==> config.mk <==
export PLATFORM = sky130hd
export DESIGN_NAME = halfband_interp_flat
export DESIGN_NICKNAME = d
export VERILOG_FILES = /design/src/rtl/halfband_interp_if.sv /design/src/rtl/halfband_interp.sv /design/src/flat_wrapper.sv
export SDC_FILE = /design/constraint.sdc
export NUM_CORES = 2
export LEC_CHECK = 0
export CORE_MARGIN = 4
export CORE_UTILIZATION = 30
export DETAILED_ROUTE_END_ITERATION = 10
export HOLD_SLACK_MARGIN = 0.02
export SLEW_MARGIN = 25
export SYNTH_ARGS = -nofsm -noshare
export SYNTH_HDL_FRONTEND = slang
export SYNTH_SLANG_ARGS = --single-unit
==> constraint.sdc <==
create_clock -name clock -period 13.7 [get_ports clock]
set_input_delay 2.74 -clock clock [delete_from_list [all_inputs] [get_ports clock]]
set_output_delay 2.74 -clock clock [all_outputs]
set_load 0.05 [all_outputs]
==> src/rtl/halfband_interp_if.sv <==
// Sample-stream bundle for halfband_interp: input strobe/data, output strobe/data,
// sticky overrun flag and the FSM state for debug.
interface halfband_interp_if;
  // Strobe semantics: a sample moves only in a cycle where its strobe is high.
  // There is no back-pressure; a strobe_in that arrives while the block is busy
  // is dropped and recorded in overrun.
  logic               enable;
  logic               strobe_in;
  logic signed [15:0] data_in;
  logic               strobe_out;
  logic signed [15:0] data_out;
  logic               overrun;
  logic [1:0]         fsm_state;

  modport master (
    output enable, strobe_in, data_in,
    input  strobe_out, data_out, overrun, fsm_state
  );

  modport slave (
    input  enable, strobe_in, data_in,
    output strobe_out, data_out, overrun, fsm_state
  );
endinterface

==> src/rtl/halfband_interp.sv <==
// 2x interpolator built on a 31-tap halfband FIR with a serial MAC for the odd phase.
// Define HBI_SATURATE_EN to clamp the odd output instead of wrapping it.
module halfband_interp (
  input  logic              clock,
  input  logic              reset,
  halfband_interp_if.slave  bus
);

  typedef enum logic [1:0] {S_IDLE = 2'd0, S_MAC = 2'd1, S_FLUSH = 2'd2, S_ROUND = 2'd3} state_t;

  state_t             state, state_nxt;
  logic signed [15:0] dly [16];
  logic [2:0]         tap;
  logic [3:0]         tap_mirror;
  logic signed [16:0] pre_add;
  logic signed [15:0] coef;
  logic signed [32:0] prod_q;
  logic               prod_vld;
  logic signed [35:0] acc;
  logic               odd_out_q;
  logic signed [15:0] odd_res;
  logic               accept, drop, mac_step, round_fire;

  // State register
  always_ff @(posedge clock or posedge reset) begin
    if (reset) state <= S_IDLE;
    else       state <= state_nxt;
  end

  // Next-state logic
  always_comb begin
    state_nxt = state;
    if (!bus.enable) begin
      state_nxt = S_IDLE;
    end else begin
      case (state)
        S_IDLE:  if (accept) state_nxt = S_MAC;
        S_MAC:   if (tap == 3'd7) state_nxt = S_FLUSH;
        S_FLUSH: state_nxt = S_ROUND;
        S_ROUND: state_nxt = S_IDLE;
        default: state_nxt = S_IDLE;
      endcase
    end
  end

  // Output/control decode; the cycle carrying the odd strobe still counts as busy
  always_comb begin
    accept     = 1'b0;
    drop       = 1'b0;
    mac_step   = 1'b0;
    round_fire = 1'b0;
    if (bus.enable) begin
      accept     = bus.strobe_in && (state == S_IDLE) && !odd_out_q;
      drop       = bus.strobe_in && ((state != S_IDLE) || odd_out_q);
      mac_step   = (state == S_MAC);
      round_fire = (state == S_ROUND);
    end
  end

  assign bus.fsm_state = state;

  always_comb begin
    case (tap)
      3'd0:    coef = -16'sd49;
      3'd1:    coef = 16'sd165;
      3'd2:    coef = -16'sd412;
      3'd3:    coef = 16'sd873;
      3'd4:    coef = -16'sd1681;
      3'd5:    coef = 16'sd3135;
      3'd6:    coef = -16'sd6282;
      default: coef = 16'sd20628;
    endcase
  end

  assign tap_mirror = 4'd15 - {1'b0, tap};
  assign pre_add    = {dly[{1'b0, tap}][15], dly[{1'b0, tap}]} + {dly[tap_mirror][15], dly[tap_mirror]};

  // Round half up at bit 14, then keep the integer part
`ifdef HBI_SATURATE_EN
  logic signed [20:0] odd_full;
  assign odd_full = 21'((acc + 36'sd16384) >>> 15);
  always_comb begin
    if (odd_full > 21'sd32767)       odd_res = 16'sh7fff;
    else if (odd_full < -21'sd32768) odd_res = 16'sh8000;
    else                             odd_res = odd_full[15:0];
  end
`else
  assign odd_res = 16'((acc + 36'sd16384) >>> 15);
`endif

  always_ff @(posedge clock or posedge reset) begin
    if (reset) begin
      for (int i = 0; i < 16; i++) dly[i] <= '0;
      tap      <= '0;
      prod_q   <= '0;
      prod_vld <= 1'b0;
      acc      <= '0;
    end else begin
      if (accept) begin
        dly[0] <= bus.data_in;
        for (int i = 1; i < 16; i++) dly[i] <= dly[i-1];
      end
      if (accept)        tap <= '0;
      else if (mac_step) tap <= tap + 3'd1;
      if (mac_step) prod_q <= coef * pre_add;
      prod_vld <= mac_step;
      if (accept)        acc <= '0;
      else if (prod_vld) acc <= acc + {{3{prod_q[32]}}, prod_q};
    end
  end

  always_ff @(posedge clock or posedge reset) begin
    if (reset) begin
      bus.strobe_out <= 1'b0;
      bus.data_out   <= '0;
      bus.overrun    <= 1'b0;
      odd_out_q      <= 1'b0;
    end else begin
      bus.strobe_out <= accept || round_fire;
      odd_out_q      <= round_fire;
      if (accept)          bus.data_out <= dly[7];
      else if (round_fire) bus.data_out <= odd_res;
      if (drop) bus.overrun <= 1'b1;
    end
  end

endmodule

==> src/flat_wrapper.sv <==
// flat-port wrapper written by rule: the top's interface ports become plain ports
module halfband_interp_flat 
  (clock, reset, bus_enable, bus_strobe_in, bus_data_in, bus_strobe_out, bus_data_out, bus_overrun, bus_fsm_state);
  halfband_interp_if bus_i ();
  input  logic clock;
  input  logic reset;
  input wire logic [$bits(bus_i.enable)-1:0] bus_enable;
  input wire logic [$bits(bus_i.strobe_in)-1:0] bus_strobe_in;
  input wire logic [$bits(bus_i.data_in)-1:0] bus_data_in;
  output wire logic [$bits(bus_i.strobe_out)-1:0] bus_strobe_out;
  output wire logic [$bits(bus_i.data_out)-1:0] bus_data_out;
  output wire logic [$bits(bus_i.overrun)-1:0] bus_overrun;
  output wire logic [$bits(bus_i.fsm_state)-1:0] bus_fsm_state;
  assign bus_i.enable = bus_enable;
  assign bus_i.strobe_in = bus_strobe_in;
  assign bus_i.data_in = bus_data_in;
  assign bus_strobe_out = bus_i.strobe_out;
  assign bus_data_out = bus_i.data_out;
  assign bus_overrun = bus_i.overrun;
  assign bus_fsm_state = bus_i.fsm_state;
  halfband_interp u_core (.clock(clock), .reset(reset), .bus(bus_i));
endmodule
==> flow_summary.yaml <==
clock_tree:
  cts_sinks: 343
  clk_latency_ns: 0.59
  cts-hold-fix-buffers: 0
  cts_setup_buffers: 0
  cts_tree: "yes"
  cts_buffer_depth: 3
  root_buffer: "clkbuf_16"
  post_cts_resized: 0
  htreeDepth: 2
  clk_pin_slew_ns: 0.07
  cts_buffers: 41
global_route:
  antenna_found_initial: 0
  grt_pass1_wl_mm: 111.6
  grt_pass1_vias: 20600
  grt_overflow: 0
  grtUsageTotal: 0.1443
  grt_max_degree: 154
routing:
  ant_nets: 0
  wl_per_cell_um: 15.68
  vias_per_cell: 4.767
  drc: 0
  vias: 20470
  drt-initial-drc-count: 1502
  first_pass_iters: 7
  wirelength_mm: 67.33
sta:
  min_period_ns: 10.50
  fin_ws_ns: 3.201
  hold_violations: 0
  maxSlewViolCount: 0
  finalSetupViolations: 0
  tightestPinTransition_ns: 1.075
  fmax_mhz: 95.24
  grt_setup_unrepaired: "no"
  period_share: 0.7664
  clock-skew-final_ns: 0.04539
  max-slew-margin-rel: 0.2781
  tns_ns: 0
yosys:
  yosysTopAreaCellShare: 0.3145
  yosysTopAreaCell: "dfrtp_1"
  synth_area_um2: 27290
  yosys-top-cells-area: "dfrtp_1 31%, fa_1 19%, nand2_1 15%, ha_1 6.4%, mux4_2 5.3%"
  syn_area_per_cell_um2: 8.782
  yosysUniqueCellTypes: 76
  synthCells: 3108
  synth_ff_type: "dfrtp_1"
  yosysWarnings: 0
  synthArstFlopShare: 1.000
  synth_edf_count: 0
  syn_nets: 3527
  netlist_top_cells_count: "1,096 x nand2_1, 343 x dfrtp_1, 331 x inv_1"
  synth_seq_area_share: 0.3145
  synth_most_common_cell: "nand2_1"
  synth-seq-cells: 343
worst_setup_path:
  cp_max_fo: 30
  slowest_delay_ns: 0.81
  reg2regPathDepth: 36
  start_kind: "register"
  critPathKind: "register to register"
  crit_required_ns: 14.14
  crit_arrival_ns: 10.94
  slowest_stage: "xor2_1"
  critPathCaptureType: "register"
die:
  die_x_um: 309.6
  rows: 110
  start_util: 0.3028
  die_h_um: 309.6
  die_area_um2: 95870
  ios: 40
  core-area_um2: 90150
layout:
  drive_gt1_frac: 0.05965
  fin_nets: 3514
  antenna_cells: 0
  n_fill_cell: 9251
  final_cells: 4294
  syn2layout_area_growth_pct: 10.77
placed_design:
  portBuffers: 39
  place_congestion: 0.8879
  pre_cts_slack_ns: 3.223
  post-dp-hpwl_mm: 49.63
  place_inst: 4228
hold_path:
  hp-class: "register to register"
  worstHoldPathCells: 1
flow_run:
  cap_violations: 0
outcome:
  status: "finished clean"
## critical path, delay by kind of cell, from the launching register on
kind / cells / cell delay (ns)
simple gates: 6 / 0.58
fa+ha+maj: 9 / 3.87
xor+xnor: 2 / 0.98
compound gates: 10 / 2.67
buf+inv: 8 / 0.98
mux: 1 / 0.57
flops: 1 / 0.68
## placed cells by master, fill, tap and decap left out, drive strengths merged, types with 13 or more instances in the layout
cell / count
fa: 259
ha: 140
inv: 331
clkdlybuf4s50: 39
clkbuf: 55
nand2: 1097
nand3: 27
xor2: 37
nor2: 207
mux2i: 16
and3: 14
nor3: 15
a21o: 22
buf: 29
or3: 15
and2: 17
xnor2: 54
dfrtp: 343
nor2b: 13
a21oi: 95
o21a: 13
mux4: 64
a211oi: 15
o21ai: 83
## cell families (layout without fill, tap and decap cells)
logic type / after synthesis / in the layout / share of synthesized area
flops: 343 / 343 / 0.3145
buf+inv: 458 / 468 / 0.06431
fa+ha+maj: 401 / 401 / 0.2549
xor+xnor: 92 / 92 / 0.03030
simple gates: 1444 / 1444 / 0.2114
mux: 80 / 80 / 0.05868
compound gates: 290 / 290 / 0.06601
## registers in the layout, indices dropped and copies added (netlist names)
register               cells
u_core.dly               256
u_core.prod_q             31
u_core.bus.overrun         1
u_core.prod_vld            1
u_core.bus.data_out       16
u_core.acc                31
u_core.tap                 3
u_core.bus.strobe_out      1
u_core.odd_out_q           1
u_core.bus.fsm_state       2
## metrics by stage
step	utilization	area [µm²]	hold WS [ns]
6_report	0.3354	30240	0.4718
5_1_grt	0.3354	30240	0.4974
4_1_cts	0.3353	30220	0.4680
3_5_place_dp	0.3207	28910	0.4595
3_3_place_gp	0.3207	28910	0.4543
2_1_floorplan	-	27290	0.4411
## worst paths after layout
path / slack, ns / to / startpoint
min: 0.47 / u_core.bus.overrun / u_core.bus.overrun
min in group asynchronous: 2.70 / u_core.dly[107] / reset
min reg2reg: 0.47 / u_core.bus.overrun / u_core.bus.overrun
max: 3.20 / u_core.prod_q[29] / u_core.tap[0]
max reg2reg: 3.20 / u_core.prod_q[29] / u_core.tap[0]
max in group asynchronous: 8.89 / u_core.dly[145] / reset
## layout make-up
class / instances / area, µm² / area share
clock inverters: 11 / 121.4 / 0.004014
repair buffers: 68 / 624.3 / 0.02065
well taps: 1176 / 1471 / 0.04867
multi-input cells: 2307 / 16970 / 0.5614
flip-flops and latches: 343 / 8592 / 0.2842
clock buffers: 55 / 1191 / 0.03940
inverters: 334 / 1261 / 0.04171
## metal layers
metal | track usage | vias up | routed length [µm]
met3 | 0.02369 | 115 | 3685
met2 | 0.2342 | 421 | 31570
li1 | - | 9773 | -
met1 | 0.1971 | 10160 | 29650
met5 | 0 | - | 0
met4 | 0.04903 | 0 | 2421
Power is left out: the tool's default activity adds up to more than one toggle a clock period on the data nets, which glitch-free logic cannot reach.
